<file path="src/rtl/irq_priority_core.sv">
// irq_priority_core: IRR/IMR/ISR storage, rotating-priority arbitration and
// OCW2 end-of-interrupt / rotation handling for an 8259A-compatible PIC.
module irq_priority_core #(
  parameter  int unsigned CHANNELS = 8,
  localparam int unsigned IDX_W    = $clog2(CHANNELS)
) (
  input  logic                clk,
  input  logic                reset_n,
  input  logic                write_ICW_1,
  input  logic                write_OCW_1,
  input  logic                write_OCW_2,
  input  logic [7:0]          Internal_bus_data,
  input  logic [CHANNELS-1:0] interrupt_request_pins,
  input  logic                interrupt_ack,
  output logic [CHANNELS-1:0] Interrupt_Mask,
  output logic [CHANNELS-1:0] interrupt_request_reg,
  output logic [CHANNELS-1:0] in_service_reg,
  output logic                interrupt_out,
  output logic [IDX_W-1:0]    interrupt_vector_idx
);

  localparam logic [IDX_W-1:0] LAST_IDX    = IDX_W'(CHANNELS - 1);
  localparam logic [2:0]       CMD_NS_EOI  = 3'b001;
  localparam logic [2:0]       CMD_SP_EOI  = 3'b011;
  localparam logic [2:0]       CMD_ROT_NS  = 3'b101;
  localparam logic [2:0]       CMD_ROT_SP  = 3'b111;
  localparam logic [2:0]       CMD_SET_PRI = 3'b110;

  logic [CHANNELS-1:0] imr_q,  imr_d;
  logic [CHANNELS-1:0] irr_q,  irr_d;
  logic [CHANNELS-1:0] isr_q,  isr_d;
  logic [CHANNELS-1:0] prev_q, prev_d;
  logic [IDX_W-1:0]    ptr_q,  ptr_d;
  logic                ltim_q, ltim_d;
  logic                aeoi_q, aeoi_d;

  logic [CHANNELS-1:0] req;
  logic [IDX_W-1:0]    scan_pos;
  logic                win_found;
  logic [IDX_W-1:0]    win_idx;
  logic [IDX_W-1:0]    win_rank;
  logic                isr_found;
  logic [IDX_W-1:0]    isr_idx;
  logic [IDX_W-1:0]    isr_rank;
  logic                int_pending;

  logic [2:0]          ocw2_cmd;
  logic [IDX_W-1:0]    ocw2_lvl;
  logic                lvl_ok;
  logic [CHANNELS-1:0] eoi_clr;
  logic                ptr_load;
  logic [IDX_W-1:0]    ptr_new;
  logic [CHANNELS-1:0] ack_set;
  logic [CHANNELS-1:0] edge_keep;

  // Only some bus bits matter for a given CHANNELS; fold the rest away.
  logic unused_bus_bits;
  assign unused_bus_bits = ^Internal_bus_data;

  // Channel visited at scan step k: order starts just after the lowest-priority pointer.
  function automatic logic [IDX_W-1:0] rot_pos(input logic [IDX_W-1:0] ptr,
                                               input int unsigned k);
    int unsigned p;
    p = 32'(ptr) + 32'd1 + k;
    if (p >= CHANNELS) p = p - CHANNELS;
    return IDX_W'(p);
  endfunction

  assign req = irr_q & ~imr_q;

  // Scan once in priority order, finding the top request and the top in-service bit.
  always_comb begin
    scan_pos  = '0;
    win_found = 1'b0;
    win_idx   = LAST_IDX;
    win_rank  = '0;
    isr_found = 1'b0;
    isr_idx   = LAST_IDX;
    isr_rank  = '0;
    for (int unsigned k = 0; k < CHANNELS; k++) begin
      scan_pos = rot_pos(ptr_q, k);
      if (!win_found && req[scan_pos]) begin
        win_found = 1'b1;
        win_idx   = scan_pos;
        win_rank  = IDX_W'(k);
      end
      if (!isr_found && isr_q[scan_pos]) begin
        isr_found = 1'b1;
        isr_idx   = scan_pos;
        isr_rank  = IDX_W'(k);
      end
    end
  end

  assign int_pending = win_found & (~isr_found | (win_rank < isr_rank));

  assign ocw2_cmd = Internal_bus_data[7:5];
  assign ocw2_lvl = Internal_bus_data[IDX_W-1:0];
  assign lvl_ok   = (32'(ocw2_lvl) < CHANNELS);

  // OCW2 decode: which ISR bit to retire and where the pointer moves.
  always_comb begin
    eoi_clr  = '0;
    ptr_load = 1'b0;
    ptr_new  = ptr_q;
    if (write_OCW_2) begin
      unique case (ocw2_cmd)
        CMD_NS_EOI: begin
          if (isr_found) eoi_clr[isr_idx] = 1'b1;
        end
        CMD_ROT_NS: begin
          if (isr_found) begin
            eoi_clr[isr_idx] = 1'b1;
            ptr_load         = 1'b1;
            ptr_new          = isr_idx;
          end
        end
        CMD_SP_EOI: begin
          if (lvl_ok && isr_q[ocw2_lvl]) eoi_clr[ocw2_lvl] = 1'b1;
        end
        CMD_ROT_SP: begin
          if (lvl_ok && isr_q[ocw2_lvl]) begin
            eoi_clr[ocw2_lvl] = 1'b1;
            ptr_load          = 1'b1;
            ptr_new           = ocw2_lvl;
          end
        end
        CMD_SET_PRI: begin
          if (lvl_ok) begin
            ptr_load = 1'b1;
            ptr_new  = ocw2_lvl;
          end
        end
        default: ;
      endcase
    end
  end

  // Acknowledge only acts when a winner exists; otherwise it is spurious.
  assign ack_set = (interrupt_ack && win_found) ? (CHANNELS'(1) << win_idx) : '0;

  // Edge mode: a high pin keeps an already latched bit or sets it after a low sample.
  assign edge_keep = ltim_q ? '1 : (irr_q | ~prev_q);

  always_comb begin
    imr_d  = write_OCW_1 ? Internal_bus_data[CHANNELS-1:0] : imr_q;
    irr_d  = interrupt_request_pins & edge_keep & ~ack_set;
    isr_d  = (isr_q & ~eoi_clr) | (aeoi_q ? '0 : ack_set);
    prev_d = interrupt_request_pins;
    ptr_d  = ptr_load ? ptr_new : ptr_q;
    ltim_d = ltim_q;
    aeoi_d = aeoi_q;
    if (write_ICW_1) begin
      imr_d  = '0;
      irr_d  = '0;
      isr_d  = '0;
      prev_d = '0;
      ptr_d  = LAST_IDX;
      ltim_d = Internal_bus_data[3];
      aeoi_d = Internal_bus_data[1];
    end
  end

  always_ff @(posedge clk or negedge reset_n) begin
    if (!reset_n) begin
      imr_q  <= '0;
      irr_q  <= '0;
      isr_q  <= '0;
      prev_q <= '0;
      ptr_q  <= LAST_IDX;
      ltim_q <= 1'b0;
      aeoi_q <= 1'b0;
    end else begin
      imr_q  <= imr_d;
      irr_q  <= irr_d;
      isr_q  <= isr_d;
      prev_q <= prev_d;
      ptr_q  <= ptr_d;
      ltim_q <= ltim_d;
      aeoi_q <= aeoi_d;
    end
  end

  assign Interrupt_Mask        = imr_q;
  assign interrupt_request_reg = irr_q;
  assign in_service_reg        = isr_q;
  assign interrupt_out         = int_pending;
  assign interrupt_vector_idx  = win_idx;

endmodule

</file>
<file path="config.mk">
export PLATFORM = sky130hd
export DESIGN_NAME = irq_priority_core
export DESIGN_NICKNAME = d
export VERILOG_FILES = /design/src/rtl/irq_priority_core.sv
export SDC_FILE = /design/constraint.sdc
export NUM_CORES = 1
export LEC_CHECK = 0
export ABC_AREA = 1
export BUFFER_PORTS_ARGS = -buffer_cell sky130_fd_sc_hd__buf_4
export CAP_MARGIN = 20
export CORE_ASPECT_RATIO = 1.25
export CORE_MARGIN = 2
export CORE_UTILIZATION = 58
export CTS_CLUSTER_DIAMETER = 120
export DETAILED_ROUTE_END_ITERATION = 6
export HOLD_SLACK_MARGIN = 0.06
export PLACE_DENSITY = 0.81
export SKIP_CTS_REPAIR_TIMING = 1
export SLEW_MARGIN = 5
export SYNTH_ARGS = -nofsm -noshare
export SYNTH_HDL_FRONTEND = slang
export SYNTH_SLANG_ARGS = --single-unit
</file>
<file path="constraint.sdc">
create_clock -name clk -period 7.8 [get_ports clk]
set_input_delay 0.39 -clock clk [delete_from_list [all_inputs] [get_ports clk]]
set_output_delay 0.39 -clock clk [all_outputs]
set_load 0.02 [all_outputs]
</file>
==> summary.md <==
| Metric | Value |
|---|---|
| Outcome | `finished, final reports clean` |
| Cell Chain, Critical Path | `inv_2 > ha_1 > inv_2 > nand2_1 > nand2_1 > nand2_1 > nand2_1 > nand2_1 > nand2_2 > nor2_4 > nand4_4 > nor2_4 > o21ai_0 > nand3b_1 > ha_1 > a21oi_1 > a21oi_1 > nor2_1 > buf_4` |
| Max_slew headroom | `0.5595` |
| Reg-to-reg endpoint | `in_service_reg[5]$_DFF_PN0_` |
| Starting density of the core | `0.6014` |
| Cells after Synth | `590` |
| Most used cell, CP | `nand2_1` |
| Slowest-stage cell, CP | `dfstp_2` |
| Die height | `90.55 microns` |
| Crit path DAT | `5.00 ns` |
| Grt total ovfl | `0` |
| Yosys warns | `0` |
| Routability cong. | `1.031` |
| First-pass detailed-route iteration total | `6` |
| ANT nets after route | `0` |
| Num CTS Buffers | `5` |
| Routed vias | `4029` |
| Placement Cell Area | `3809 sq um` |
| Die W | `73.24 microns` |
| Static leakage | `2.197 nW` |
| Initial DRC count | `459` |
| Flops & latches, synth | `37` |
| Hold Fails Final Rpt | `0` |
| CP endpoint kind | `output port` |
| Antenna violations before repair | `0` |
| Count of input and output buffers | `49` |
| Share of cells above drive strength 1 | `0.1540` |
| Post-layout util | `0.6746` |
| Critical path's largest stage delay | `0.92 ns` |
| Critical Path Source Type | `flop` |
| DR WL/cell | `14.92 microns` |
| Fin area | `3899 sq um` |
| CTS tree | `done` |
| Clock Latency Late Sink | `0.30 ns` |
| Vias in the first global route | `3752` |
| Register area share after synthesis | `0.2675` |
| Top cells by area, synth | `nand2_1 25%, dfrtp_1 24%, nand3_1 8.9%` |
| Max_cap viols | `0` |
| Syn Nets | `616` |
| Max-slew violation count | `0` |
| VDD IR max | `0.0002391 V` |
| RSZ-0062 raised after global routing | `no` |
| Detailed placement HPWL | `8163 microns` |
| All-Layer GR Usage | `0.3330` |
| Crit path to | `interrupt_out` |
| EDFF count, synth | `0` |
| Max Buffers Root-to-Sink | `2` |
| Clock transition at path regs | `0.08 ns` |
| CP Buf/Inv Count | `3` |
| Final period util | `0.6909` |
| Synth top cells by count | `227 x nand2_1, 68 x inv_1, 67 x nor2_1, 62 x nand3_1, 34 x dfrtp_1` |
| Cell Area, Synth | `3476 sq um` |
| Clk root buf | `clkbuf_8` |
| Cell with the most instances after synthesis | `nand2_1` |
| Post-synth cell types | `38` |
| Setup TNS | `0 ns` |
| # DRC | `0` |
| CP Launch Point | `ptr_q[0]$_DFFE_PN1P_` |
| Asr flop ratio synth | `1.000` |
| Avg Inst Size Synth | `5.891 sq um` |
| Worst path top cell family by delay | `simple AND/OR/NAND/NOR gates` |
| Row Count | `31` |
| # setup viols final | `0` |
| Worst path required time | `7.41 ns` |
| Max Clk Rate | `185.6 MHz` |
| CTS HTree Levels | `2` |
| Critical path peak fanout | `34` |
| Die area | `6632 sq um` |
| Number of fillers in the final layout | `531` |
| Post-route minimum period | `5.389 ns` |
| Layout Nets | `655` |
| Top-area cell type share of the netlist area | `0.2451` |
| Core Region | `5779 sq um` |
| Diode count | `0` |
| Vias per cell | `5.789` |
| Worst r2r src | `ptr_q[0]$_DFFE_PN1P_` |
| Pwr/cell area | `356.4 nW/um^2` |
| Area delta synth->final | `12.17%` |
| WL final | `10390 microns` |
| # IOs | `50` |
| Crit Path Class | `reg -> out` |
| Pwr Total | `1.390 mW` |
| Largest net degree at the start of global routing | `38` |
| First-pass GRT wire length | `17550 microns` |
| Worst Max-Slew Pin Slew | `0.6607 ns` |
| Worst R2R Setup Slack | `3.01 ns` |
| Worst Reg2Reg Path Length in Cells | `18` |
| Hold WC Path Type | `in -> async` |
| Dominant synthesized flop cell | `dfrtp_1` |
| Post-synth top area cell | `nand2_1` |
| Clock Skews | `0.009774 ns` |
| Clk sinks | `37` |
| CP Depth | `19` |
==> per-stage QoR <==
step | instances | hold slack, ns | worst slack (ns)
detailed placement | 688 | 0.3765 | 2.816
CTS | 696 | 0.05160 | 2.493
finish | 696 | 0.03715 | 2.411
global placement | 688 | 0.3661 | 2.962
global route | 696 | 0.07263 | 1.988
floorplan | 590 | 0.09441 | 4.097
==> area by class of cell <==
type / instances / area [sq um] / share of cell area
Clock inverter: 3 / 21.27 / 0.005456
Tap cell: 66 / 82.58 / 0.02118
Inverter: 77 / 289.0 / 0.07413
Clock buffer: 5 / 68.82 / 0.01765
Multi-Input combinational cell: 459 / 2140 / 0.5488
Timing Repair Buffer: 49 / 367.9 / 0.09435
Sequential cell: 37 / 929.6 / 0.2384
==> layout by cell type (no fill, tap or decap), drive strengths merged <==
master / netlist / layout
nand2: 235 / 235
ha: 4 / 4
dfstp: 3 / 3
a31oi: 2 / 2
and3: 1 / 1
buf: 13 / 49
or2: 1 / 1
nand4: 17 / 17
dfrtp: 34 / 34
a311oi: 1 / 1
o311ai: 1 / 1
nor3: 3 / 3
and3b: 1 / 1
clkinv: 0 / 1
o22ai: 6 / 6
nand3: 66 / 66
nor3b: 1 / 1
a21boi: 3 / 3
nor2: 77 / 77
o21bai: 1 / 1
o21ai: 25 / 25
clkbuf: 4 / 5
a21oi: 7 / 7
o211ai: 4 / 4
and2: 1 / 1
inv: 77 / 78
nand3b: 2 / 2
clkinvlp: 0 / 1
==> cell families (layout without fill, tap and decap cells) <==
kind of cell,Yosys count,in the layout,synth area share
simple gates,405,405,0.5162
flops,37,37,0.2675
buf+inv,94,134,0.1170
fa+ha+maj,4,4,0.01440
compound gates,50,50,0.08496
==> worst min-delay path by stage <==
stage	from	end	slack [ns]
3_3_place_gp	reset_n	interrupt_request_reg[4]$_DFF_PN0_	0.37
2_1_floorplan	reset_n	Interrupt_Mask[0]$_DFFE_PN0P_	0.09
4_1_cts	reset_n	prev_q[7]$_DFF_PN0_	0.05
6_report	reset_n	Interrupt_Mask[0]$_DFFE_PN0P_	0.04
5_1_grt	reset_n	prev_q[7]$_DFF_PN0_	0.07
3_5_place_dp	reset_n	ltim_q$_DFFE_PN0P_	0.38
==> routing by layer <==
layer | track usage | part of all wire
met1 | 0.4188 | 0.39
met2 | 0.5601 | 0.50
met3 | 0.04241 | 0.067
met4 | 0.1420 | 0.042
met5 | 0 | 0
==> report_power, final <==
group          leakage, nW  internal, mW  switching (mW)
Clock               0.0445        0.0633          0.0741
Sequential           0.480         0.213          0.0276
Combinational         1.67         0.312           0.699
Total                 2.20         0.589           0.800
Power figures use the tool's default switching activity.
